$ cat config.mk
export PLATFORM = sky130hd
export DESIGN_NAME = stack_sequencer
export DESIGN_NICKNAME = d
export VERILOG_FILES = /design/src/rtl/stack_pkg.sv /design/src/rtl/stack_sequencer.sv
export SDC_FILE = /design/constraint.sdc
export NUM_CORES = 1
export LEC_CHECK = 0
export ABC_AREA = 0
export CAP_MARGIN = 5
export CORE_MARGIN = 5
export CORE_UTILIZATION = 55
export CTS_CLUSTER_DIAMETER = 120
export DETAILED_ROUTE_END_ITERATION = 10
export DONT_BUFFER_PORTS = 1
export PLACE_DENSITY_LB_ADDON = 0.05
export SLEW_MARGIN = 40
export SYNTH_ARGS = -nofsm -noshare
export SYNTH_HDL_FRONTEND = slang
export SYNTH_SLANG_ARGS = --single-unit
$ cat constraint.sdc
create_clock -name clk -period 3.7 [get_ports clk]
set_input_delay 0.555 -clock clk [delete_from_list [all_inputs] [get_ports clk]]
set_output_delay 0.555 -clock clk [all_outputs]
set_load 0.01 [all_outputs]
$ cat src/rtl/stack_pkg.sv
// Shared definitions for the stack sequencer: request opcodes, FSM states and
// the default interrupt vector location.
package stack_pkg;

  typedef enum logic [1:0] {
    OP_INT  = 2'b00,
    OP_CALL = 2'b01,
    OP_RET  = 2'b10,
    OP_RTI  = 2'b11
  } op_e;

  typedef enum logic [3:0] {
    StIdle,
    StCPush,
    StRRd,
    StRWb,
    StIPc,
    StIFlg,
    StIVrd,
    StIVwb,
    StTFrd,
    StTFwb,
    StTPrd,
    StTPwb
  } state_e;

  // Memory address holding the ISR entry address.
  localparam logic [7:0] INT_VEC_ADDR_DFLT = 8'h01;

endpackage

$ cat src/rtl/stack_sequencer.sv
// Multi-cycle stack engine executing the memory side of CALL, RET, INT and RTI.
// Push: mem[SP] <- value, SP <- SP-1.  Pop: SP <- SP+1, value <- mem[SP].
// Ports:
//   clk, rstn                 clock, async active-low reset
//   req_valid/req_op/req_ready request handshake from decode
//   ret_addr, call_target, flags_in, sp_in  operands latched at accept
//   sp_we/sp_wdata            SP (R3) update
//   mem_*                     shared data-memory port (rdata one cycle after re)
//   pc_load/pc_value          PC load
//   flags_load/flags_value    CCR restore (RTI)
//   int_mask                  set on INT completion, cleared on RTI completion
//   busy, done                front-end stall, final-cycle pulse
module stack_sequencer
  import stack_pkg::*;
#(
  parameter int unsigned       ADDR_W       = 8,
  parameter int unsigned       DATA_W       = 8,
  parameter int unsigned       FLAG_W       = 4,
  parameter logic [ADDR_W-1:0] INT_VEC_ADDR = INT_VEC_ADDR_DFLT
) (
  input  logic              clk,
  input  logic              rstn,
  input  logic              req_valid,
  input  logic [1:0]        req_op,
  output logic              req_ready,
  input  logic [ADDR_W-1:0] ret_addr,
  input  logic [ADDR_W-1:0] call_target,
  input  logic [FLAG_W-1:0] flags_in,
  input  logic [ADDR_W-1:0] sp_in,
  output logic              sp_we,
  output logic [ADDR_W-1:0] sp_wdata,
  output logic [ADDR_W-1:0] mem_addr,
  output logic              mem_we,
  output logic              mem_re,
  output logic [DATA_W-1:0] mem_wdata,
  input  logic [DATA_W-1:0] mem_rdata,
  output logic              pc_load,
  output logic [ADDR_W-1:0] pc_value,
  output logic              flags_load,
  output logic [FLAG_W-1:0] flags_value,
  output logic              int_mask,
  output logic              busy,
  output logic              done
);

  state_e            r_state;
  logic [ADDR_W-1:0] r_sp;
  logic [ADDR_W-1:0] r_ret;
  logic [ADDR_W-1:0] r_tgt;
  logic [FLAG_W-1:0] r_flags;
  logic              r_int_mask;

  // r_sp holds SP as sampled at accept; each state applies its own offset,
  // so the operation kind is fully encoded in the state and needs no latch.
  always_ff @(posedge clk or negedge rstn) begin
    if (!rstn) begin
      r_state    <= StIdle;
      r_sp       <= '0;
      r_ret      <= '0;
      r_tgt      <= '0;
      r_flags    <= '0;
      r_int_mask <= 1'b0;
    end else begin
      unique case (r_state)
        StIdle: begin
          if (req_valid) begin
            r_sp    <= sp_in;
            r_ret   <= ret_addr;
            r_tgt   <= call_target;
            r_flags <= flags_in;
            unique case (req_op)
              OP_INT:  r_state <= StIPc;
              OP_CALL: r_state <= StCPush;
              OP_RET:  r_state <= StRRd;
              OP_RTI:  r_state <= StTFrd;
              default: r_state <= StIdle;
            endcase
          end
        end
        StCPush: r_state <= StIdle;
        StRRd:   r_state <= StRWb;
        StRWb:   r_state <= StIdle;
        StIPc:   r_state <= StIFlg;
        StIFlg:  r_state <= StIVrd;
        StIVrd:  r_state <= StIVwb;
        StIVwb: begin
          r_state    <= StIdle;
          r_int_mask <= 1'b1;
        end
        StTFrd:  r_state <= StTFwb;
        StTFwb:  r_state <= StTPrd;
        StTPrd:  r_state <= StTPwb;
        StTPwb: begin
          r_state    <= StIdle;
          r_int_mask <= 1'b0;
        end
        default: r_state <= StIdle;
      endcase
    end
  end

  always_comb begin
    sp_we       = 1'b0;
    sp_wdata    = '0;
    mem_addr    = '0;
    mem_we      = 1'b0;
    mem_re      = 1'b0;
    mem_wdata   = '0;
    pc_load     = 1'b0;
    pc_value    = '0;
    flags_load  = 1'b0;
    flags_value = '0;
    done        = 1'b0;
    unique case (r_state)
      StCPush: begin
        mem_we    = 1'b1;
        mem_addr  = r_sp;
        mem_wdata = DATA_W'(r_ret);
        sp_we     = 1'b1;
        sp_wdata  = r_sp - ADDR_W'(1);
        pc_load   = 1'b1;
        pc_value  = r_tgt;
        done      = 1'b1;
      end
      StRRd: begin
        mem_re   = 1'b1;
        mem_addr = r_sp + ADDR_W'(1);
        sp_we    = 1'b1;
        sp_wdata = r_sp + ADDR_W'(1);
      end
      StRWb: begin
        pc_load  = 1'b1;
        pc_value = ADDR_W'(mem_rdata);
        done     = 1'b1;
      end
      StIPc: begin
        mem_we    = 1'b1;
        mem_addr  = r_sp;
        mem_wdata = DATA_W'(r_ret);
        sp_we     = 1'b1;
        sp_wdata  = r_sp - ADDR_W'(1);
      end
      StIFlg: begin
        mem_we    = 1'b1;
        mem_addr  = r_sp - ADDR_W'(1);
        mem_wdata = DATA_W'(r_flags);
        sp_we     = 1'b1;
        sp_wdata  = r_sp - ADDR_W'(2);
      end
      StIVrd: begin
        mem_re   = 1'b1;
        mem_addr = INT_VEC_ADDR;
      end
      StIVwb: begin
        pc_load  = 1'b1;
        pc_value = ADDR_W'(mem_rdata);
        done     = 1'b1;
      end
      StTFrd: begin
        mem_re   = 1'b1;
        mem_addr = r_sp + ADDR_W'(1);
        sp_we    = 1'b1;
        sp_wdata = r_sp + ADDR_W'(1);
      end
      StTFwb: begin
        flags_load  = 1'b1;
        flags_value = mem_rdata[FLAG_W-1:0];
      end
      StTPrd: begin
        mem_re   = 1'b1;
        mem_addr = r_sp + ADDR_W'(2);
        sp_we    = 1'b1;
        sp_wdata = r_sp + ADDR_W'(2);
      end
      StTPwb: begin
        pc_load  = 1'b1;
        pc_value = ADDR_W'(mem_rdata);
        done     = 1'b1;
      end
      default: ;
    endcase
  end

  assign req_ready = (r_state == StIdle);
  assign busy      = (r_state != StIdle);
  assign int_mask  = r_int_mask;

endmodule

==> summary.md <==
| Metric | Value |
|---|---|
| Final Slew Violations | `0` |
| Most numerous cell in the Yosys netlist | `nor2_1` |
| Crit path DAT | `2.56 ns` |
| Seq cells post-synth | `33` |
| Slew margin rel. | `50.81%` |
| Syn Area/Cell | `8.661 um^2` |
| Fraction of the yosys area taken by sequential cells | `33.57%` |
| Top cells by count, synth | `nor2_1, dfrtp_1, mux2_2, a21oi_1, nand2_1` |
| PortBufs | `0` |
| Area Overhead vs Synth | `3.967%` |
| Share of the synthesized area in the top cell type | `33.57%` |
| Clock latency on the worst-skew pair | `0.28 ns` |
| CTS Buf Count | `5` |
| Global-route wire length before repair | `9825 um` |
| Synth Area in Adders | `2.543%` |
| Most Used Layer, Global Route | `met2` |
| Post-synthesis mux area share | `13.63%` |
| Peak VDD IR | `0.5627 mV` |
| Async SR Flop Fraction | `100.0%` |
| Post-Synthesis Cells | `284` |
| Clock transition at the registers of the reported paths | `0.07 ns` |
| Core box area | `4354 um^2` |
| Final WS setup | `0.5880 ns` |
| Syn. warnings | `0` |
| Pre-CTS WS | `0.8944 ns` |
| Final #Nets | `319` |
| Die area | `5910 um^2` |
| Slew @ Worst Pin | `0.7378 ns` |
| DP Wirelength | `4331 um` |
| Met1 Use GR | `26.60%` |
| Synth Area in Compound Gates | `20.45%` |
| CP Class | `register to output pin` |
| Deepest clock path buffer count | `2` |
| Clock sink count | `33` |
| Largest net degree at the start of global routing | `34` |
| Critical path peak fanout | `24` |
| RSZ-0062 raised after global routing | `false` |
| Final period utilization | `84.11%` |
| Initial core utilization | `56.49%` |
| Post-CTS sizing | `0` |
| Die Wd | `76.88 um` |
| Max Clock Skew | `0.003895 ns` |
| Top post-synthesis cells by area | `dfrtp_1, mux2_2, nor2_1` |
| DRC Markers | `0` |
| Minimum clock period | `3.112 ns` |
| Row count | `24` |
| Synth area leader | `dfrtp_1` |
| Initial antenna violation count | `1` |
| Ratio of cells with drive above 1 in the final layout | `17.15%` |
| Synth Area in Simple Gates | `21.41%` |
| Initial DRC Count | `209` |
| Final ANT Viol Nets | `0` |
| Final setup vio count | `0` |
| CTS tree | `yes` |
| Root Driver | `clkbuf_8` |
| Post-CTS setup repair buffer count | `0` |
| Synth Flop Type | `dfrtp_1` |
| Setup TNS | `0 ns` |
| Drt total wl | `5950 um` |
| WP data required | `3.14 ns` |
| Mapped Area | `2460 um^2` |
| Number of global-route vias before repair | `2019` |
| Outcome | `complete, no violations` |
| Post-synth EDFFs | `0` |
| Met2 usage | `29.37%` |
| # IOs | `86` |
| Crit end category | `output pin` |
| Worst setup SP type | `register` |
| Vias after detailed routing | `2099` |
| DR WL/cell | `18.25 um` |
| Die Height | `76.88 um` |
| # fillers | `402` |
| CTS Hold Bufs | `1` |
| Max Freq | `321.3 MHz` |
| Synth Area in XOR/XNOR | `2.798%` |
| Min-delay worst type | `input port to async pin` |
| GP Congestion | `0.8413` |
| Via/cell ratio | `6.439` |
| Overflow after GRT | `0` |
| # H-tree levels | `2` |
| Main combinational cell family by area after synthesis | `simple AND/OR/NAND/NOR gates` |
| GRT Total Usage | `20.02%` |
| Endpoints failing hold | `0` |
| First-pass DRT Iterations | `4` |
| Syn Nets | `330` |
| Max cap viols | `0` |
| PwrDens | `1033 nW/um^2` |
| Met3 usage | `8.314%` |
| Ant diodes | `0` |
| Leak pwr | `1.057 nW` |
| Synth unique cells | `52` |
-- worst max-delay path, stage by stage, from the launching register on --
cell and delay [ns]:
dfrtp_1 0.82, xor2_2 0.31, and2_1 0.41, nand3_2 0.14, and3_1 0.19, o31ai_1 0.40
-- cell usage in the layout (no fill, tap or decap), types with 4 or more instances in the layout --
master     n
a21oi_1   19
a22o_1     4
a22oi_1   10
a31oi_1    6
and2_1     7
and3_1     9
buf_4      4
clkbuf_8   5
dfrtp_1   33
ha_1       5
inv_1      8
mux2_2    28
nand2_1   18
nand3_1    4
nor2_1    34
nor3_1     6
o21ai_0    8
o21ai_1    4
o22ai_1    4
xnor2_1    5
-- area by class of cell --
cell class,count,area [um^2],share of cell area (%)
Clock buffer,5,68.82,2.691
Clock inverter,3,17.52,0.6849
Inverter,9,33.78,1.321
Multi-Input combinational cell,219,1496,58.51
Sequential cell,33,825.8,32.29
Tap cell,52,65.06,2.544
Timing Repair Buffer,5,50.05,1.957
-- where the power goes --
| group | internal [mW] | total [mW] | switching (mW) |
|---|---|---|---|
| logic | 0.637 | 1.58 | 0.939 |
| clock network | 0.130 | 0.259 | 0.129 |
| registers | 0.538 | 0.809 | 0.270 |
| total | 1.31 | 2.64 | 1.34 |
-- final timing paths --
path | depth (start not counted) | end | start | slack, ns
setup / recovery | 5 | sp_wdata[7] | r_state[2] | 0.59
hold / removal | 1 | r_state[2] | rstn | 0.1
setup reg to reg | 4 | r_sp[6] | r_state[2] | 1.59
hold reg to reg | 1 | r_ret[5] | r_ret[5] | 0.50
max in group asynchronous | 1 | r_sp[2] | rstn | 3.43
min in group clk | 1 | r_sp[1] | sp_in[1] | 0.42
-- through the flow --
step	cells	util, %	hold WS, ns	cell area, um^2	power (mW)
CTS	326	58.74	0.09927	2557	2.660
global route	326	58.74	0.09885	2557	2.888
global placement	317	56.29	0.2600	2451	2.372
floorplan	284	-	0.2594	2460	2.107
finish	326	58.74	0.09913	2557	2.643
detailed placement	317	56.29	0.2599	2451	2.386
-- state kept, by name (all words and copies together), names as in the netlist --
name	count
r_state	4
r_flags	4
int_mask	1
r_sp	8
r_tgt	8
r_ret	8
-- cell families after synthesis --
kind of cell,count (synthesis)
AO/OA/AOI/OAI,75
flip-flops,33
buffers and inverters,32
multiplexers,30
adder cells (fa/ha/maj),5
XOR/XNOR,7
AND/OR/NAND/NOR,102
-- routing by layer --
metal | vias to the layer above | part of all wire [%]
met5 | - | 0.34
met4 | 2 | 1.4
met3 | 13 | 9.3
met2 | 85 | 46
met1 | 992 | 43
li1 | 1007 | -
Note: power is estimated with default switching activity, not from simulation.
